$ cat src/rtl/icache_pkg.sv
`default_nettype none
// ============================================================================
// icache_pkg : shared constants, derived address-split widths and FSM states
// Revision   : 1.0
// ============================================================================
package icache_pkg;

  localparam int ARCH_LEN = 32;
  localparam int INST_LEN = 32;
  localparam int ICLN     = 4;
  localparam int ICLLEN   = 128;

  localparam int IC_OFF_BITS = $clog2(ICLLEN / 8);
  localparam int IC_IDX_BITS = $clog2(ICLN);
  localparam int IC_TAG_BITS = ARCH_LEN - IC_OFF_BITS - IC_IDX_BITS;

  typedef enum logic [1:0] {
    IDLE      = 2'd0,
    MISS_REQ  = 2'd1,
    MISS_WAIT = 2'd2
  } icache_state_t;

endpackage
`default_nettype wire

$ cat src/rtl/icache_array.sv
`default_nettype none
// ============================================================================
// icache_array : per-line valid/tag/data flops, combinational read, flash-clear
// Revision     : 1.0
// ============================================================================
module icache_array
  import icache_pkg::*;
#(
  parameter int NLINES   = ICLN,
  parameter int LINE_LEN = ICLLEN,
  parameter int IDX_BITS = IC_IDX_BITS,
  parameter int TAG_BITS = IC_TAG_BITS
) (
  input  logic                clk,
  input  logic                rst,
  input  logic [IDX_BITS-1:0] rd_idx,
  output logic                rd_valid,
  output logic [TAG_BITS-1:0] rd_tag,
  output logic [LINE_LEN-1:0] rd_data,
  input  logic                clear,
  input  logic                wr_en,
  input  logic [IDX_BITS-1:0] wr_idx,
  input  logic                wr_valid,
  input  logic [TAG_BITS-1:0] wr_tag,
  input  logic [LINE_LEN-1:0] wr_data
);

  logic [NLINES-1:0]   valid_q, valid_d;
  logic [TAG_BITS-1:0] tag_q  [NLINES];
  logic [TAG_BITS-1:0] tag_d  [NLINES];
  logic [LINE_LEN-1:0] data_q [NLINES];
  logic [LINE_LEN-1:0] data_d [NLINES];

  // A write in the same cycle as a clear still decides its own line's valid.
  always_comb begin
    valid_d = clear ? '0 : valid_q;
    tag_d   = tag_q;
    data_d  = data_q;
    if (wr_en) begin
      valid_d[wr_idx] = wr_valid;
      tag_d[wr_idx]   = wr_tag;
      data_d[wr_idx]  = wr_data;
    end
  end

  always_ff @(posedge clk) begin
    if (rst) begin
      valid_q <= '0;
    end else begin
      valid_q <= valid_d;
    end
  end

  always_ff @(posedge clk) begin
    tag_q  <= tag_d;
    data_q <= data_d;
  end

  assign rd_valid = valid_q[rd_idx];
  assign rd_tag   = tag_q[rd_idx];
  assign rd_data  = data_q[rd_idx];

endmodule
`default_nettype wire

$ cat src/rtl/icache.sv
`default_nettype none
// ============================================================================
// icache : direct-mapped read-only instruction cache, single-beat line fill
// Revision : 1.0
// ============================================================================
module icache
  import icache_pkg::*;
#(
  parameter int NLINES   = ICLN,
  parameter int LINE_LEN = ICLLEN,
  parameter int ADDR_LEN = ARCH_LEN
) (
  input  logic                clk,
  input  logic                rst,
  input  logic                req_valid,
  input  logic [ADDR_LEN-1:0] req_addr,
  output logic                req_ready,
  output logic                resp_valid,
  output logic [INST_LEN-1:0] resp_inst,
  input  logic                flush,
  output logic                mem_req,
  output logic [ADDR_LEN-1:0] mem_addr,
  input  logic                mem_gnt,
  input  logic                mem_rvalid,
  input  logic [LINE_LEN-1:0] mem_rdata
);

  localparam int OFF_BITS = $clog2(LINE_LEN / 8);
  localparam int IDX_BITS = $clog2(NLINES);
  localparam int TAG_BITS = ADDR_LEN - OFF_BITS - IDX_BITS;

  icache_state_t       state_q, state_d;
  logic [ADDR_LEN-1:0] addr_q, addr_d;
  logic                flush_pend_q, flush_pend_d;
  logic                resp_valid_q, resp_valid_d;
  logic [INST_LEN-1:0] resp_inst_q, resp_inst_d;

  logic                arr_rd_valid;
  logic [TAG_BITS-1:0] arr_rd_tag;
  logic [LINE_LEN-1:0] arr_rd_data;
  logic                arr_clear, arr_wr_en, arr_wr_valid;
  logic                lookup_hit;

  // Byte offset with bits [1:0] masked, turned into a bit shift of the line.
  function automatic logic [INST_LEN-1:0] select_word(input logic [LINE_LEN-1:0] line,
                                                      input logic [OFF_BITS-1:0] byte_off);
    logic [OFF_BITS-1:0] aligned;
    logic [LINE_LEN-1:0] shifted;
    aligned = byte_off & ~OFF_BITS'(3);
    shifted = line >> {aligned, 3'b000};
    return shifted[INST_LEN-1:0];
  endfunction

  icache_array #(
    .NLINES   (NLINES),
    .LINE_LEN (LINE_LEN),
    .IDX_BITS (IDX_BITS),
    .TAG_BITS (TAG_BITS)
  ) u_array (
    .clk      (clk),
    .rst      (rst),
    .rd_idx   (req_addr[OFF_BITS +: IDX_BITS]),
    .rd_valid (arr_rd_valid),
    .rd_tag   (arr_rd_tag),
    .rd_data  (arr_rd_data),
    .clear    (arr_clear),
    .wr_en    (arr_wr_en),
    .wr_idx   (addr_q[OFF_BITS +: IDX_BITS]),
    .wr_valid (arr_wr_valid),
    .wr_tag   (addr_q[ADDR_LEN-1 -: TAG_BITS]),
    .wr_data  (mem_rdata)
  );

  assign lookup_hit = arr_rd_valid && (arr_rd_tag == req_addr[ADDR_LEN-1 -: TAG_BITS]);

  always_comb begin
    state_d      = state_q;
    addr_d       = addr_q;
    flush_pend_d = flush_pend_q;
    resp_valid_d = 1'b0;
    resp_inst_d  = resp_inst_q;
    arr_clear    = 1'b0;
    arr_wr_en    = 1'b0;
    arr_wr_valid = 1'b0;
    unique case (state_q)
      IDLE: begin
        flush_pend_d = 1'b0;
        if (flush) begin
          arr_clear = 1'b1;
        end else if (req_valid) begin
          if (lookup_hit) begin
            resp_valid_d = 1'b1;
            resp_inst_d  = select_word(arr_rd_data, req_addr[OFF_BITS-1:0]);
          end else begin
            addr_d  = req_addr;
            state_d = MISS_REQ;
          end
        end
      end
      MISS_REQ: begin
        if (flush) begin
          flush_pend_d = 1'b1;
          arr_clear    = 1'b1;
        end
        if (mem_gnt) begin
          state_d = MISS_WAIT;
        end
      end
      MISS_WAIT: begin
        if (flush) begin
          flush_pend_d = 1'b1;
          arr_clear    = 1'b1;
        end
        // A flush seen at any point during the miss keeps the filled line invalid.
        if (mem_rvalid) begin
          arr_wr_en    = 1'b1;
          arr_wr_valid = !(flush_pend_q || flush);
          resp_valid_d = 1'b1;
          resp_inst_d  = select_word(mem_rdata, addr_q[OFF_BITS-1:0]);
          flush_pend_d = 1'b0;
          state_d      = IDLE;
        end
      end
      default: begin
        state_d = IDLE;
      end
    endcase
  end

  always_ff @(posedge clk) begin
    if (rst) begin
      state_q      <= IDLE;
      addr_q       <= '0;
      flush_pend_q <= 1'b0;
      resp_valid_q <= 1'b0;
      resp_inst_q  <= '0;
    end else begin
      state_q      <= state_d;
      addr_q       <= addr_d;
      flush_pend_q <= flush_pend_d;
      resp_valid_q <= resp_valid_d;
      resp_inst_q  <= resp_inst_d;
    end
  end

  assign req_ready  = (state_q == IDLE) && !flush;
  assign resp_valid = resp_valid_q;
  assign resp_inst  = resp_inst_q;
  assign mem_req    = (state_q == MISS_REQ);
  assign mem_addr   = (state_q == MISS_REQ) ?
                      {addr_q[ADDR_LEN-1:OFF_BITS], {OFF_BITS{1'b0}}} : '0;

endmodule
`default_nettype wire

$ cat config.mk
export PLATFORM = sky130hd
export DESIGN_NAME = icache
export DESIGN_NICKNAME = d
export VERILOG_FILES = /design/src/rtl/icache_pkg.sv /design/src/rtl/icache_array.sv /design/src/rtl/icache.sv
export SDC_FILE = /design/constraint.sdc
export NUM_CORES = 1
export LEC_CHECK = 0
export CORE_UTILIZATION = 40
export DETAILED_ROUTE_END_ITERATION = 7
export GPL_ROUTABILITY_DRIVEN = 0
export GPL_TIMING_DRIVEN = 0
export HOLD_SLACK_MARGIN = 0.12
export PLACE_DENSITY_LB_ADDON = 0.05
export SYNTH_ARGS = -nofsm -noshare
export SYNTH_HDL_FRONTEND = slang
export SYNTH_SLANG_ARGS = --single-unit
$ cat constraint.sdc
create_clock -name clk -period 46.2 [get_ports clk]
set_clock_uncertainty 0.1 [all_clocks]
set_input_delay 9.24 -clock clk [delete_from_list [all_inputs] [get_ports clk]]
set_output_delay 9.24 -clock clk [all_outputs]
set_load 0.1 [all_outputs]
==> results.toml, run 1 <==
[outcome]
status = "finished, violations left"
violations = "DRC"

[detailed_routing]
drtIter0Drc = 1165
totalWireLength_mm = 74.3
wl_per_cell_um = 27.3
drt.antenna.violating_nets = 0
vias = 14714
drc = 2
routed_via_density = 5.40
drt_first_pass_iters = 7

[critical_path]
slowest_delay_ns = 1.21
end_kind = "primary output"
critPathKind = "primary input to primary output"
r2r-end = "resp_inst[21]"
regToRegSetupSlack_ns = 42.55
crit_fanout = 4
worst_ep_arrival_time_ns = 11.30
crit_path_cell_trace = "clkdlybuf4s50_1, nor2b_1, clkdlybuf4s50_1"
r2r_cells = 7
required_ns = 36.86
crit_slowest_cell = "clkdlybuf4s50_1"
regToRegStartpoint = "state_q[0]"
start_kind = "primary input"
cp_common_cell = "clkdlybuf4s50_1"

[clocking]
clock_sinks = 686
clk_pin_slew_worst_paths_ns = 0.05
clock_path_buffers = 3
cts_resized = 0
clk_latency_ns = 0.60
holdBufCountCts = 0
cts_tree = "built"
h-tree-depth = 3
cts_setup_buffers = 0
cts_buffers = 74
root_buffer = "clkbuf_16"

[logic_synthesis]
netlist_area_um2 = 27700
synth_top_area_share_pct = 66.7
ys_top_cells_by_count = "edfxtp_1, mux4_2, nand2_1"
synth_cell_types = 49
synthArstFlopShare_pct = 0
yosysMostFrequentCell = "edfxtp_1"
synthCells = 1370
synth_seq_cells = 686
yosys.area.top_type = "edfxtp_1"
synth-main-ff-cell = "edfxtp_1"
yosys-top-cells-area = "edfxtp_1, mux4_2, dfxtp_1"
ys_warn_count = 0
synth.avg_cell_area_um2 = 20.2
synth-edff-count = 616
seq_area_frac_synth_pct = 71.8

[finish]
fillerInstances = 5635
design_area_um2 = 34300
final_layout_size_suffix_gt1_share_pct = 23.3
final_cells = 2725
fin_nets = 1902
area_delta_synth_final_pct = 23.7

[flow_run]
cap_viol_max_count = 0

[power_and_ir_drop]
power_density_nw_per_um2 = 43.4
switching_share_pct = 24.6
seqPwrFrac_pct = 47.7
power.leakage_nw = 11.1
p_int_mw = 1.12
vdd.ir_drop.worst_mv = 0.0226
p_sw_mw = 0.367
combPwrFrac_pct = 13.1
p_clk_share_pct = 39.2

[worst_hold_path]
hp-start = "resp_inst[19]"
hp-class = "register to register"
min_delay_worst_endpoint = "resp_inst[19]"
min_path_cells = 2

[sta]
hold_viol_final = 0
finalMaxSlewViolations = 0
worst_pin_slew_ns = 1.33
finalCritPeriodShare_pct = 44.7
max_freq_mhz = 48.5
fin_crit_ns = 20.64
setup-tns-final_ns = 0
rsz0062_at_grt = "no"
setup_viol = 0
slew_headroom_pct = 11.4

[global_routing]
antenna_found_initial = 12
grt_max_degree = 92
grt_usage_pct = 21.5
grt_overflow = 0
grt_pass1_wl_mm = 108
grt_pass1_vias = 15338

[floorplan]
start_util_pct = 40.4
placement_rows = 96
fp.dieW_um = 265
pin_count = 233
die_h_um = 265
dieArea_um2 = 70300
core_um2 = 68600

[placement]
portBuffers = 223
postPlaceCellArea_um2 = 31800
dp.cells = 2586
hpwlAfterDp_mm = 49.3
-- power groups by stage --
stage | clock network [mW] | logic (mW) | registers [mW]
after detailed placement | 0 | 0.197 | 0.724
after global routing | 0.617 | 0.206 | 0.713
after floorplan | 0 | 0.106 | 0.738
after CTS | 0.595 | 0.197 | 0.711
final | 0.583 | 0.195 | 0.711
after global placement | 0 | 0.189 | 0.738
-- stage by stage --
stage | util, % | power [mW] | hold WS [ns] | setup slack [ns]
final | 50.0 | 1.49 | 0.371 | 25.56
after detailed placement | 46.4 | 0.921 | 0.356 | 25.58
after global routing | 50.0 | 1.54 | 0.388 | 25.54
after global placement | 45.4 | 0.928 | 0.355 | 12.00
after CTS | 50.0 | 1.50 | 0.370 | 25.57
after floorplan | - | 0.844 | 0.346 | 24.60
-- critical path: cells and delay by family --
family	cells	cell delay, ns
buffers and inverters	2	1.72
AND/OR/NAND/NOR	1	0.34
-- layout by cell type (no fill, tap or decap), types with 10 or more instances in the layout --
cell,n
clkinv_1,21
clkdlybuf4s50_1,223
clkbuf_16,80
and2_1,28
nand2b_1,35
buf_2,16
edfxtp_1,616
clkbuf_1,61
mux2i_1,78
inv_1,10
dfxtp_1,70
mux4_2,208
nand2_1,101
xnor2_1,21
o211ai_1,34
buf_6,59
-- sequential cells by signal, summed over array words and instances (netlist names) --
register	cells
u_array.valid_q	4
flush_pend_q	1
resp_valid	1
state_q	2
resp_inst	32
addr_q	30
u_array.data_q	512
u_array.tag_q	104
-- area by class of cell --
class                   instances  area, um^2  share of cell area (%)
flip-flops and latches        686       19900                    58.0
multi-input cells             587        7350                    21.4
repair buffers                283        2950                    8.61
clock buffers                  97        2140                    6.23
well taps                     931        1160                    3.40
plain buffers                  88         444                    1.30
clock inverters                38         275                   0.803
inverters                      12        52.6                   0.153
diodes                          3        7.51                  0.0219
-- worst max-delay path by stage --
stage | startpoint | endpoint | slack, ns | depth (start not counted)
finish | flush | req_ready | 25.56 | 3
global route | flush | req_ready | 25.54 | 3
CTS | flush | req_ready | 25.57 | 3
detailed placement | flush | req_ready | 25.58 | 3
global placement | mem_rvalid | u_array.data_q[271] | 12.00 | 3
floorplan | mem_rvalid | u_array.valid_q[2] | 24.60 | 4
-- logic make-up after synthesis --
logic type / synth area share, %
buf+inv: 1.77
flops: 71.8
other cells: 0.0135
simple gates: 3.50
compound gates: 1.82
mux: 20.2
xor+xnor: 0.695
fa+ha+maj: 0.181
-- layer usage --
layer	vias to the layer above	global-route usage [%]	share of wire [%]	wire, um
li1	6349	-	-	-
met2	460	35.0	49	36500
met4	18	5.98	2.0	1500
met5	-	0	0.15	112
met3	111	4.37	6.7	4970
met1	7776	29.5	42	31300
Note: power is estimated with default switching activity, not from simulation.
==> run 2: changes to the inputs <==
clock period = 19 ns   (was 46.2 ns; I/O delays follow)
==> results of run 2 <==
The final DEF is identical to that of run 1. Status: finished, violations left: DRC.
Main changes from that run: setup slack after placement 25.58 ns -> 9.26 ns; setup slack after layout 25.56 ns -> 9.24 ns; register-to-register setup slack 42.55 ns -> 15.35 ns; total power 1.49 mW -> 3.62 mW; worst IR drop on VDD 0.0226 mV -> 0.0549 mV
==> run 3: changes to the inputs <==
clock period = 10.1 ns   (was 19 ns; I/O delays follow)
==> results of run 3 <==
The final DEF is identical to that of run 1. Status: finished, violations left: DRC.
Main changes from that run: setup slack after placement 25.58 ns -> 3.92 ns; setup slack after layout 25.56 ns -> 3.90 ns; register-to-register setup slack 42.55 ns -> 6.45 ns; total power 1.49 mW -> 6.81 mW; worst IR drop on VDD 0.0226 mV -> 0.103 mV
